**config.mk**
```make
export PLATFORM = sky130hd
export DESIGN_NAME = bcd_double_dabble
export DESIGN_NICKNAME = d
export VERILOG_FILES = /design/src/rtl/bcd_pkg.sv /design/src/rtl/bcd_add3_nibble.sv /design/src/rtl/bcd_double_dabble.sv
export SDC_FILE = /design/constraint.sdc
export NUM_CORES = 1
export LEC_CHECK = 0
export CORE_MARGIN = 2
export CORE_UTILIZATION = 38
export CTS_CLUSTER_DIAMETER = 60
export DETAILED_ROUTE_END_ITERATION = 16
export GPL_ROUTABILITY_DRIVEN = 1
export SYNTH_ARGS = -nofsm -noshare
export SYNTH_HDL_FRONTEND = slang
export SYNTH_SLANG_ARGS = --single-unit
```
**constraint.sdc**
```tcl
create_clock -name Clock -period 3.2 [get_ports Clock]
set_clock_uncertainty 0.05 [all_clocks]
set_input_delay 0.64 -clock Clock [delete_from_list [all_inputs] [get_ports Clock]]
set_output_delay 0.64 -clock Clock [all_outputs]
set_load 0.03 [all_outputs]
```
**src/rtl/bcd_pkg.sv**
```systemverilog
// Shared constants and types for the binary-to-BCD display path.
// Holds the double-dabble nibble constants, the converter state encoding and
// the 7-segment digit table used by the per-digit HexDisplay decoders.
package bcd_pkg;

  localparam int         BCD_NIBBLE_W   = 4;
  localparam logic [3:0] ADD3_THRESHOLD = 4'd5;
  localparam logic [3:0] ADD3_VALUE     = 4'd3;

  typedef enum logic {
    ST_IDLE  = 1'b0,
    ST_SHIFT = 1'b1
  } state_e;

  // Active-low segments, bit order {g,f,e,d,c,b,a}; non-decimal codes blank.
  function automatic logic [6:0] seg7_digit(input logic [3:0] digit);
    logic [6:0] seg;
    seg = 7'b111_1111;
    case (digit)
      4'd0: seg = 7'b100_0000;
      4'd1: seg = 7'b111_1001;
      4'd2: seg = 7'b010_0100;
      4'd3: seg = 7'b011_0000;
      4'd4: seg = 7'b001_1001;
      4'd5: seg = 7'b001_0010;
      4'd6: seg = 7'b000_0010;
      4'd7: seg = 7'b111_1000;
      4'd8: seg = 7'b000_0000;
      4'd9: seg = 7'b001_0000;
      default: seg = 7'b111_1111;
    endcase
    return seg;
  endfunction

endpackage

```
**src/rtl/bcd_add3_nibble.sv**
```systemverilog
// Double-dabble correction cell: adds 3 to a BCD nibble holding 5 or more.
// Purely combinational, zero latency; no flow control.
// Ports: nib_i (4-bit nibble in), nib_o (corrected nibble out, carry discarded).
module bcd_add3_nibble
  import bcd_pkg::*;
(
  input  logic [BCD_NIBBLE_W-1:0] nib_i,
  output logic [BCD_NIBBLE_W-1:0] nib_o
);

  assign nib_o = (nib_i >= ADD3_THRESHOLD) ? (nib_i + ADD3_VALUE) : nib_i;

endmodule

```
**src/rtl/bcd_double_dabble.sv**
```systemverilog
// Sequential binary-to-BCD converter (shift-and-add-3), one bit per clock.
// Latency WIDTH cycles from Start accept to the Valid pulse; Busy high meanwhile.
// Ports: Clock/Reset (async active-low), Start+Bin request, Busy, Valid pulse,
//        Bcd (packed, [3:0]=ones) and Overflow held until the next completion.
//        Start while Busy is dropped, not queued.
module bcd_double_dabble
  import bcd_pkg::*;
#(
  parameter int WIDTH  = 8,
  parameter int DIGITS = 3
) (
  input  logic                     Clock,
  input  logic                     Reset,
  input  logic                     Start,
  input  logic [WIDTH-1:0]         Bin,
  output logic                     Busy,
  output logic                     Valid,
  output logic [4*DIGITS-1:0]      Bcd,
  output logic                     Overflow
);

  localparam int BW = BCD_NIBBLE_W * DIGITS;
  localparam int SW = BW + WIDTH;
  localparam int CW = $clog2(WIDTH + 1);

  localparam logic [CW-1:0] CNT_LOAD = CW'(WIDTH);
  localparam logic [CW-1:0] CNT_ONE  = CW'(1);

  state_e          state_q,   state_d;
  logic [SW-1:0]   scratch_q, scratch_d;
  logic [CW-1:0]   cnt_q,     cnt_d;
  logic            valid_q,   valid_d;
  logic [BW-1:0]   bcd_q,     bcd_d;
  logic            ovf_q,     ovf_d;
  // Running overflow for the conversion in flight; copied to ovf_q on completion
  // so the visible flag only changes together with Bcd.
  logic            ovf_acc_q, ovf_acc_d;

  logic [BW-1:0]   adj_bcd;
  logic [SW-1:0]   adjusted;
  logic [SW-1:0]   shifted;
  logic            shift_out;

  // BCD field sits above the binary field in the scratch register.
  for (genvar g = 0; g < DIGITS; g++) begin : g_add3
    bcd_add3_nibble u_add3 (
      .nib_i (scratch_q[WIDTH + BCD_NIBBLE_W*g +: BCD_NIBBLE_W]),
      .nib_o (adj_bcd[BCD_NIBBLE_W*g +: BCD_NIBBLE_W])
    );
  end

  assign adjusted  = {adj_bcd, scratch_q[WIDTH-1:0]};
  assign shifted   = {adjusted[SW-2:0], 1'b0};
  // Bit leaving the top nibble: any 1 here means the value needs more digits.
  assign shift_out = adjusted[SW-1];

  always_comb begin
    state_d   = state_q;
    scratch_d = scratch_q;
    cnt_d     = cnt_q;
    valid_d   = 1'b0;
    bcd_d     = bcd_q;
    ovf_d     = ovf_q;
    ovf_acc_d = ovf_acc_q;

    case (state_q)
      ST_IDLE: begin
        if (Start) begin
          scratch_d = {{BW{1'b0}}, Bin};
          cnt_d     = CNT_LOAD;
          ovf_acc_d = 1'b0;
          state_d   = ST_SHIFT;
        end
      end
      ST_SHIFT: begin
        scratch_d = shifted;
        cnt_d     = cnt_q - CNT_ONE;
        ovf_acc_d = ovf_acc_q | shift_out;
        if (cnt_q == CNT_ONE) begin
          state_d = ST_IDLE;
          valid_d = 1'b1;
          bcd_d   = shifted[SW-1 -: BW];
          ovf_d   = ovf_acc_q | shift_out;
        end
      end
      default: state_d = ST_IDLE;
    endcase
  end

  always_ff @(posedge Clock or negedge Reset) begin
    if (!Reset) begin
      state_q   <= ST_IDLE;
      scratch_q <= '0;
      cnt_q     <= '0;
      valid_q   <= 1'b0;
      bcd_q     <= '0;
      ovf_q     <= 1'b0;
      ovf_acc_q <= 1'b0;
    end else begin
      state_q   <= state_d;
      scratch_q <= scratch_d;
      cnt_q     <= cnt_d;
      valid_q   <= valid_d;
      bcd_q     <= bcd_d;
      ovf_q     <= ovf_d;
      ovf_acc_q <= ovf_acc_d;
    end
  end

  assign Busy     = (state_q == ST_SHIFT);
  assign Valid    = valid_q;
  assign Bcd      = bcd_q;
  assign Overflow = ovf_q;

endmodule
```
### After elaboration in Yosys (flattened, before gate mapping)

Index checks and enable logic that the tools add are counted.

| operators by class | value |
|---|---|
| reduce and logical (&&, ||, !) cells | 1 |
| shifts and indexed selects | 0 |
| multiply operators | 0 |
| add/subtract/negate cells | 4 |
| equality and inequality tests | 2 |
| $lt $le $gt $ge | 3 |
| divide/modulo/power cells | 0 |
| bitwise logic cells | 2 |
| multiplexer cells | 14 |

Operators with widths:

| cell | number |
|---|---|
| $pmux 20 s2 | 1 |
| $mux 20 | 1 |
| $mux 4 | 4 |
| $add 4x2->4 const B | 3 |
| $ge 4x3->1 const B | 3 |
| $pmux 4 s2 | 1 |
| $mux 1 | 5 |
| $eq 4x1->1 const B | 1 |
| $pmux 1 s2 | 2 |
| $sub 4x1->4 const B | 1 |
| $ne 2x2->1 const B | 1 |
| $reduce_and 2->1 | 1 |
| $not 1->1 | 1 |
| $or 1x1->1 | 1 |

| storage, ports and cells | value |
|---|---|
| memories | 0 |
| input bits | 11 |
| bits in latches | 0 |
| register bits | 40 |
| output and inout port bits | 15 |
| ROM bits | 0 |
| word-level logic and storage cells | 33 |
| memory bits (writable) | 0 |

### Logic depth before layout (Yosys ltp)

Gate-level depths: netlist (run 1).

| depth | value |
|---|---|
| word-level depth | 4 |
| gate-level depth with buffers | 7 |
| gate-level depth less buffers | 6 |

### By module

Synthesis (run 1) repeated with hierarchy kept, for this count alone.

| second synthesis, totals | value |
|---|---|
| cells, all modules | 164 |
| area, all modules | 1954.4 um^2 |

By module, submodules not included:

| module | cells an instance | seq. area each (um^2) | instances | area each (um^2) |
|---|---|---|---|---|
| bcd_double_dabble | 116 | 1001.0 | 1 | 1650.3 |
| bcd_add3_nibble | 16 | 0.0 | 3 | 101.3 |

### Worst setup path after synthesis (run 1)

OpenSTA, ideal clock, no wires.

| timing | value |
|---|---|
| kind | reg2reg |
| from | reg scratch_q[8] |
| to | reg bcd_q[2], in the netlist Bcd[2] |
| required time | 3067 ps |
| data arrival time | 1424 ps |
| library setup time | 83 ps |
| clock period less this slack | 1557 ps |
| stages on the path, launching flop included | 7 |
| slack | 1643 ps |
| cell sequence | dfrtp_1 > inv_1 > ha_1 > nand2b_1 > a21oi_1 > mux2_2 > o21ai_0 |

| on the way | value |
|---|---|
| word-level cells in the longest chain between the ends | 2 |
| elaborated cells between the ends (all ways) | 3 |

RTL lines:

| element | line | RTL |
|---|---|---|
| start, declared | bcd_double_dabble.sv:30 | `logic [SW-1:0] scratch_q, scratch_d;` |
| start signal, assigned | bcd_double_dabble.sv:101 | `scratch_q <= scratch_d;` |
| $add 4x2->4 or $ge 4x3->1 (tied branches) | bcd_add3_nibble.sv:11 | `assign nib_o = (nib_i >= ADD3_THRESHOLD) ? (nib_i + ADD3_VALUE) : nib_i;` |
| $mux 4 (*) | bcd_add3_nibble.sv:11 |  |
| end signal, assigned | bcd_double_dabble.sv:96 | `bcd_q <= '0;` |
| end signal, assigned | bcd_double_dabble.sv:104 | `bcd_q <= bcd_d;` |
| end, declared | bcd_double_dabble.sv:33 | `logic [BW-1:0] bcd_q, bcd_d;` |

Every way passes the cells marked *; elsewhere a longest branch is shown, timed or not.
A chain may end at the register's enable or synchronous reset.

### Final worst setup path (run 1)

| timing | value |
|---|---|
| from | reg state_q, in the netlist Busy |
| to | out Busy |

RTL lines:

| element | line | RTL |
|---|---|---|
| start, declared | bcd_double_dabble.sv:29 | `state_e state_q, state_d;` |
| start signal, assigned | bcd_double_dabble.sv:100 | `state_q <= state_d;` |
| end, declared | bcd_double_dabble.sv:16 | `output logic Busy,` |

No word-level cell between the ends.

==> results of run 1 <==
-- synth_stat cells (all sizes together) (2+ instances only) --
cell type	n	area share
nand2b	5	0.016
a32o	2	0.010
ha	8	0.052
nor3	2	0.0052
a31oi	2	0.0065
nor2	9	0.018
o21ai	21	0.055
xnor2	4	0.018
inv	10	0.020
a21o	2	0.0078
nor3b	5	0.020
o31ai	2	0.0078
mux2	4	0.025
mux2i	16	0.084
dfrtp	40	0.52
nand2	33	0.065
nand3	2	0.0052
a21oi	8	0.025
buf	7	0.021
-- sequential cells by signal, indices dropped and copies added (netlist names) --
signal,flops
scratch_q,20
Overflow,1
Valid,1
cnt_q,4
ovf_acc_q,1
Bcd,12
Busy,1
-- kinds of logic (layout without fill, tap and decap cells) --
family	Yosys count	count (layout)	share of synthesized area
AND/OR/NAND/NOR	56	56	0.129
multiplexers	20	20	0.109
XOR/XNOR	5	5	0.0229
adder cells (fa/ha/maj)	8	8	0.0523
flip-flops	40	40	0.523
buffers and inverters	18	46	0.0425
AO/OA/AOI/OAI	39	39	0.122
-- metrics by stage --
| step | hold slack (ns) | util | setup WS (ns) | instances | power [µW] |
|---|---|---|---|---|---|
| floorplan | 0.294 | - | 1.64 | 186 | 1760 |
| global placement | 0.410 | 0.464 | 1.15 | 273 | 2090 |
| detailed placement | 0.419 | 0.464 | 1.11 | 273 | 2100 |
| CTS | 0.437 | 0.484 | 1.15 | 281 | 2460 |
| global route | 0.459 | 0.484 | 1.11 | 281 | 2650 |
| finish | 0.421 | 0.484 | 1.17 | 281 | 2430 |
-- how the worst max path moves through the flow --
stage	start	endpoint	slack (ns)	cells past startpoint
final	Busy$_DFF_PN0_	Busy	1.17	1
after detailed placement	Start	scratch_q[19]$_DFFE_PN0P_	1.11	4
after CTS	Busy$_DFF_PN0_	Busy	1.15	1
after floorplan	scratch_q[8]$_DFFE_PN0P_	Bcd[2]$_DFFE_PN0P_	1.64	6
after global routing	Bcd[3]$_DFFE_PN0P_	Bcd[3]	1.11	1
after global placement	Start	scratch_q[19]$_DFFE_PN0P_	1.15	4
-- power groups by stage --
stage	Sequential, µW	Combinational [µW]	Clock (µW)
2_1_floorplan	1040	726	0
3_3_place_gp	912	1170	0
3_5_place_dp	912	1190	0
4_1_cts	902	1200	361
5_1_grt	936	1340	374
6_report	902	1180	345
-- layout make-up --
class	instances	area, µm²	share of cell area
Clock buffer	6	82.6	0.0357
Clock inverter	2	10.0	0.00432
Inverter	10	37.5	0.0162
Multi-Input combinational cell	128	832	0.359
Sequential cell	40	1000	0.432
Tap cell	67	83.8	0.0362
Timing Repair Buffer	28	268	0.116
-- metal layers --
layer,vias to the layer above,global-route usage,wire length [µm]
li1,678,-,-
met1,601,0.194,1710
met2,21,0.208,1480
met3,7,0.0402,137
met4,0,0.0595,63
met5,-,0,0
==> results, run 1 <==
- The delay of the slowest cell on the worst path is 0.68 ns.
- The total power density per cell area is 1050 nW/µm².
- The reg2reg setup slack is 1.45 ns.
- In the synthesized netlist the async set-or-reset flop fraction comes to 1.00.
- The H-tree was split into 2 levels.
- In this run the deepest clock path goes through 2 buffers.
- The area of placed instances is 2220 µm².
- The final period utilization is 0.633.
- The capturing element type of the critical path is a primary output.
- The pin count of the biggest net entering global routing is 42.
- The switching portion of total power is 0.406.
- In this run the standard cell core region covers 4790 µm².
- The peak clock frequency supported by timing is 493 MHz.
- The antenna diode count is 0.
- The final net count is 232.
- Leaving out fill and tap cells, the most frequent cell in the layout is dfrtp_1.
- The congestion estimate from routability-driven global placement came to 0.770.
- The time the final worst path needs with I/O delays and setup is 2.03 ns.
- Setup violations remaining at the end of the flow were counted as 0.
- The slew at the pin closest to its max-slew limit is 0.900 ns.
- Clock-pin slew was measured on the worst setup and hold paths at 0.08 ns.
- The die is 75.0 µm tall.
- Data on the critical path arrives at its endpoint at 1.34 ns.
- Of the total power, combinational logic draws 0.486.
- The total buffers and inverters traversed by the critical path is 1.
- The number of buffers created by CTS is 5.
- The startpoint of the worst-slack reg-to-reg timing path is scratch_q[8]$_DFFE_PN0P_.
- The via count normalized by instance count is 4.65.
- Across all layers, the routed design uses 1307 vias.
- The area growth from synthesis to layout is 20.9%.
- TritonCTS built the clock tree.
- The share of post-route cells with drive strength above 1 is 0.0935.
- 26 I/O pins were placed.
- After clock tree synthesis, the setup repair step added 0 buffers.
- The cell area that synthesis handed to floorplanning was 1910 µm².
- The finished cells cover 2310 µm².
- After detailed routing, the average wire length per cell comes to 12.1 µm.
- The overall die width is 75.0 µm.
- The number of DRC markers in iteration 0 is 77.
- The warning count from the yosys run is 0.
- After detailed routing, the total wire length is 3390 µm.
- Of the synthesized area, sequential elements account for 0.523.
- The count of cell types in the netlist is 28.
- Broken down by cell family, the worst path's largest delay share belongs to buffers and inverters.
- The number of rows created at floorplan is 25.
- A synthesized cell averages 10.3 µm².
- The effective utilization at floorplan is 0.400.
- The share of total power dissipated in the clock network is 0.142.
- The global-route wire length before repair is 5910 µm.
- Of all nets on the critical path, the largest fanout is 2.
- The number of buffers inserted by port buffering is 25.
- The register share of total power is 0.372.
- The cts-stage hold buffer count is 0.
- The critical path in this run is classified as register to primary output.
- The total overflow left after global routing is 0.
- The tightest min-delay check is of the input port to asynchronous set/reset pin type.
- The synthesized design contains 0 enable-type register cells.
- The number of gates resized after CTS was 0.
- The post-route DRC violation count is 0.
- Clock tree synthesis found a total of 40 sinks.
- The number of antenna violations at the first check in global routing is 0.
- The cell leakage power is 0.00109 µW.
- The total die area is 5620 µm².
- The number of fill cells is 425.
- The clock reaches the later pin of the worst-skew pair after 0.29 ns.
- For this run, the total global-route usage over all layers was measured as 0.140.
- The flow ran to the end, and the final reports show no timing, DRC or antenna violations.
- The worst endpoint required time is 2.51 ns.
- The number of global-route vias before repair came to 1269.
- The max-cap violation count is 0.
- The analysis attributes to net switching a power of 985 µW.
- The main flop type after synthesis is dfrtp_1.
- The count of TritonRoute iterations in the first routing pass is 6.
- The synthesized netlist cell count is 186.
- The library cells used most frequently in the layout, excluding fill and tap cells, are 40 x dfrtp_1, 33 x nand2_1, 24 x clkdlybuf4s50_1.
- The count of final max-slew check failures was 0.
- The count of endpoints failing hold in the final timing report came to 0.
- In this run the remaining antenna-violating nets after routing total 0.
- IR analysis of the VDD net gives a maximum drop of 0.000420 V.
- Internal power comes to 1440 µW.
- The setup TNS after final layout is 0 ns.
- The synthesis-stage register bit count is 40.
- The cell at the slowest stage of the critical path is clkdlybuf4s50_1.
- When the netlist entered floorplanning its net count stood at 205.
- The reg-to-reg endpoint is Bcd[2]$_DFFE_PN0P_.
- Detailed placement ended at an HPWL of 2240 µm.
- Headroom to the max-slew limit came out at 0.400.
- The critical path goes through clkdlybuf4s50_1.
- The worst reg2reg path depth is 6.
- Setup repair after global routing left no endpoint under its margin.
- STA classifies the critical path startpoint as a register.
- The root cell of the clock tree is clkbuf_8.
No activity file was read; power rests on OpenSTA's default activity.
==> run 2, diff against run 1 <==
==> constraint.sdc (replaced) <==
create_clock -name Clock -period 1.75 [get_ports Clock]
set_clock_uncertainty 0.05 [all_clocks]
set_input_delay 0.35 -clock Clock [delete_from_list [all_inputs] [get_ports Clock]]
set_output_delay 0.35 -clock Clock [all_outputs]
set_load 0.03 [all_outputs]
==> run 2 against run 1 <==
  * Register-to-register slack got worse by 1.3 ns
  * Sequential cell count is the same
  * Via count rose by 3.7%
  * Final area rose by 3.2%
  * Die area did not move
  * Wire length up 2.9%
  * Sequential share of layout area down 1.4 points
  * Cell count grew 1.4%
  * Clock-buffer cell count grew 1
  * Worst setup slack worse by 1.1 ns
  * Critical path depth unchanged
  * Critical path type unchanged
  * Critical endpoint is now Bcd[9]
  * Largest power group unchanged
==> results, run 2 (synthesized netlist as in run 1, its figures left out) <==
- The final period utilization is 0.975.
- The register with the most flip-flops in the layout has 20 of them.
- The number of antenna violations at the first check in global routing came to 0.
- Once layout is complete, the utilization of the core stands at 0.499.
- The signal on the critical path passes through clkdlybuf4s50_1.
- The share of post-route cells with drive strength above 1 is 0.138.
- In the final design database the tool counted 237 nets.
- The total number of vias is 1356.
- The count of TritonRoute iterations in the first routing pass is 2.
- The commonest non-fill, non-tap cell in the layout is dfrtp_1.
- After detailed routing, the number of vias per cell comes to 4.76.
- The critical path launch point type is a register.
- The congestion estimate from routability-driven global placement came to 0.742.
- The placed wire-length estimate after detailed placement is 2430 µm.
- Derived from the worst setup path, the maximum achievable clock frequency is 586 MHz.
- The class of the most critical hold timing path is input port to asynchronous set/reset pin.
- For this run, the slowest stage of the critical path takes 0.67 ns.
- The number of nets with antenna violations after detailed routing is 0.
- The die span in y is 75.0 µm.
- The total buffers and inverters traversed by the critical path is 1.
- The growth of design area from synthesis to finish is 24.8%.
- In this run the standard cell core region covers 4790 µm².
- Row generation in the floorplan step produced 25 rows.
- The flow ran to the end, and the final reports show no timing, DRC or antenna violations.
- The TritonCTS clock tree is done.
- The average wire per standard cell is 12.2 µm.
- The time the final worst path needs with I/O delays and setup is 1.71 ns.
- The root cell of the clock tree is clkbuf_8.
- Setup violations remaining at the end of the flow were counted as 0.
- The slowest stage of the critical path belongs to the cell clkdlybuf4s50_1.
- The relative slew slack is 0.666.
- The H-tree level count is 2.
- The global-route wire length before repair is 6100 µm.
- Summed over all failing endpoints, the final setup total negative slack is 0 ns.
- The antenna diode count is 0.
- The slew at the pin closest to its max-slew limit is 0.501 ns.
- The total die area is 5620 µm².
- For this run, the total global-route usage over all layers was measured as 0.146.
- The pin count of the biggest net entering global routing is 41.
- In the layout the commonest cells are 40 x dfrtp_1, 33 x nand2_1, 20 x o21ai_0.
- IR analysis of the VDD net gives a maximum drop of 0.000747 V.
- The global route total overflow is 0.
- Setup repair after global routing left no endpoint under its margin.
- Measured along the x axis, the die boundary spans 75.0 µm.
- The number of global-route vias before repair came to 1299.
- The family of cells with the greatest summed delay on the critical path is buffers and inverters.
- After clock tree synthesis, the clock-pin slew on the worst setup and hold paths is 0.08 ns.
- The effective utilization at floorplan is 0.400.
- After the first detailed-routing iteration, the DRC count stood at 79.
- STA puts the critical path data required time at 1.35 ns.
- The register with the most flip-flops is scratch_q.
- The critical setup path kind is register to primary output.
- The worst setup path is captured at a primary output.
- Port buffering added 25 buffers.
- The maximum buffer depth of the clock tree is 2.
- The number of buffers created by CTS is 5.
- The cell leakage power is 0.00121 µW.
- The post-route DRC violation count is 0.
- The total power after layout is 4540 µW.
- The count of final max-slew check failures was 0.
- Clock tree synthesis found a total of 40 sinks.
- The count of endpoints failing hold in the final timing report is 0.
- The source-to-sink clock delay at the later pin of the worst-skew pair is 0.29 ns.
- Max-cap violations in this run came to 0.
- The routed design has 3490 µm of wire.
- In this run the worst path has a maximum fanout of 2.
- The total power density per cell area is 1900 nW/µm².
- STA puts the critical path data arrival time at 1.31 ns.
- The number of top-level design ports is 26.
- The number of setup buffers added after CTS is 0.
## run 2: cell types whose count changed in the layout (fill, tap and decap cells not counted), moves of 2 or more
cell             change
clkinv_2             -2
ha_2                 +2
clkdlybuf4s50_1     -10
ha_1                 -2
dlymetal6s2s_1       +8
buf_4                +6
## run 2: final timing paths
path	startpoint	endpoint	slack, ns	cells after the start
min in group Clock	Bcd[5]$_DFFE_PN0P_	Bcd[5]$_DFFE_PN0P_	0.43	2
worst max-delay path	Bcd[9]$_DFFE_PN0P_	Bcd[9]	0.04	1
worst min register to register	Bcd[5]$_DFFE_PN0P_	Bcd[5]$_DFFE_PN0P_	0.43	2
max in group asynchronous	Reset	Bcd[7]$_DFFE_PN0P_	1.25	2
worst min-delay path	Reset	scratch_q[0]$_DFFE_PN0P_	0.06	2
worst max register to register	scratch_q[12]$_DFFE_PN0P_	Bcd[6]$_DFFE_PN0P_	0.13	6
## run 2: power by group
part           leakage, µW  internal [µW]  total [µW]  switching, µW
Sequential        0.000501           1340        1660            320
Combinational     0.000663           1030        2220           1190
Clock            0.0000503            351         661            310
## run 2: metal layers
layer  vias up  global-route usage  wire length (µm)
met2        15               0.217              1590
met5         -                   0                 0
met4         0              0.0655                69
li1        690                   -                 -
met3         7              0.0402               115
met1       644               0.201              1720
## run 2: per-stage QoR
step	cell area, µm²	worst slack [ns]	std cells	hold WS [ns]
floorplan	1910	0.193	186	0.00441
global placement	2260	0.130	278	0.394
detailed placement	2260	0.0608	278	0.393
CTS	2350	0.0122	285	0.0696
global route	2390	0.00158	285	0.114
finish	2390	0.0433	285	0.0616
## run 2: layout make-up
cell class	instances	area [µm²]
flip-flops and latches	40	1000
clock buffers	7	96.3
fillers	447	2400
well taps	67	83.8
multi-input cells	128	850
inverters	10	37.5
repair buffers	33	322
## run 2: timing repair
action                                  in CTS  in global routing
endpoints found under the setup margin       1                 13
hold buffers                                 0                  0
gates cloned                                 0                  0
resized for setup                            1                 13
==> run 3, diff against run 2 <==
--- a/config.mk
+++ b/config.mk
@@ -5,6 +5,7 @@
 export SDC_FILE = /design/constraint.sdc
 export NUM_CORES = 1
 export LEC_CHECK = 0
+export CAP_MARGIN = 25
 export CORE_MARGIN = 2
 export CORE_UTILIZATION = 38
 export CTS_CLUSTER_DIAMETER = 60
==> results of run 3 <==
No change in the layout: final DEF, timing and power equal those of run 2.
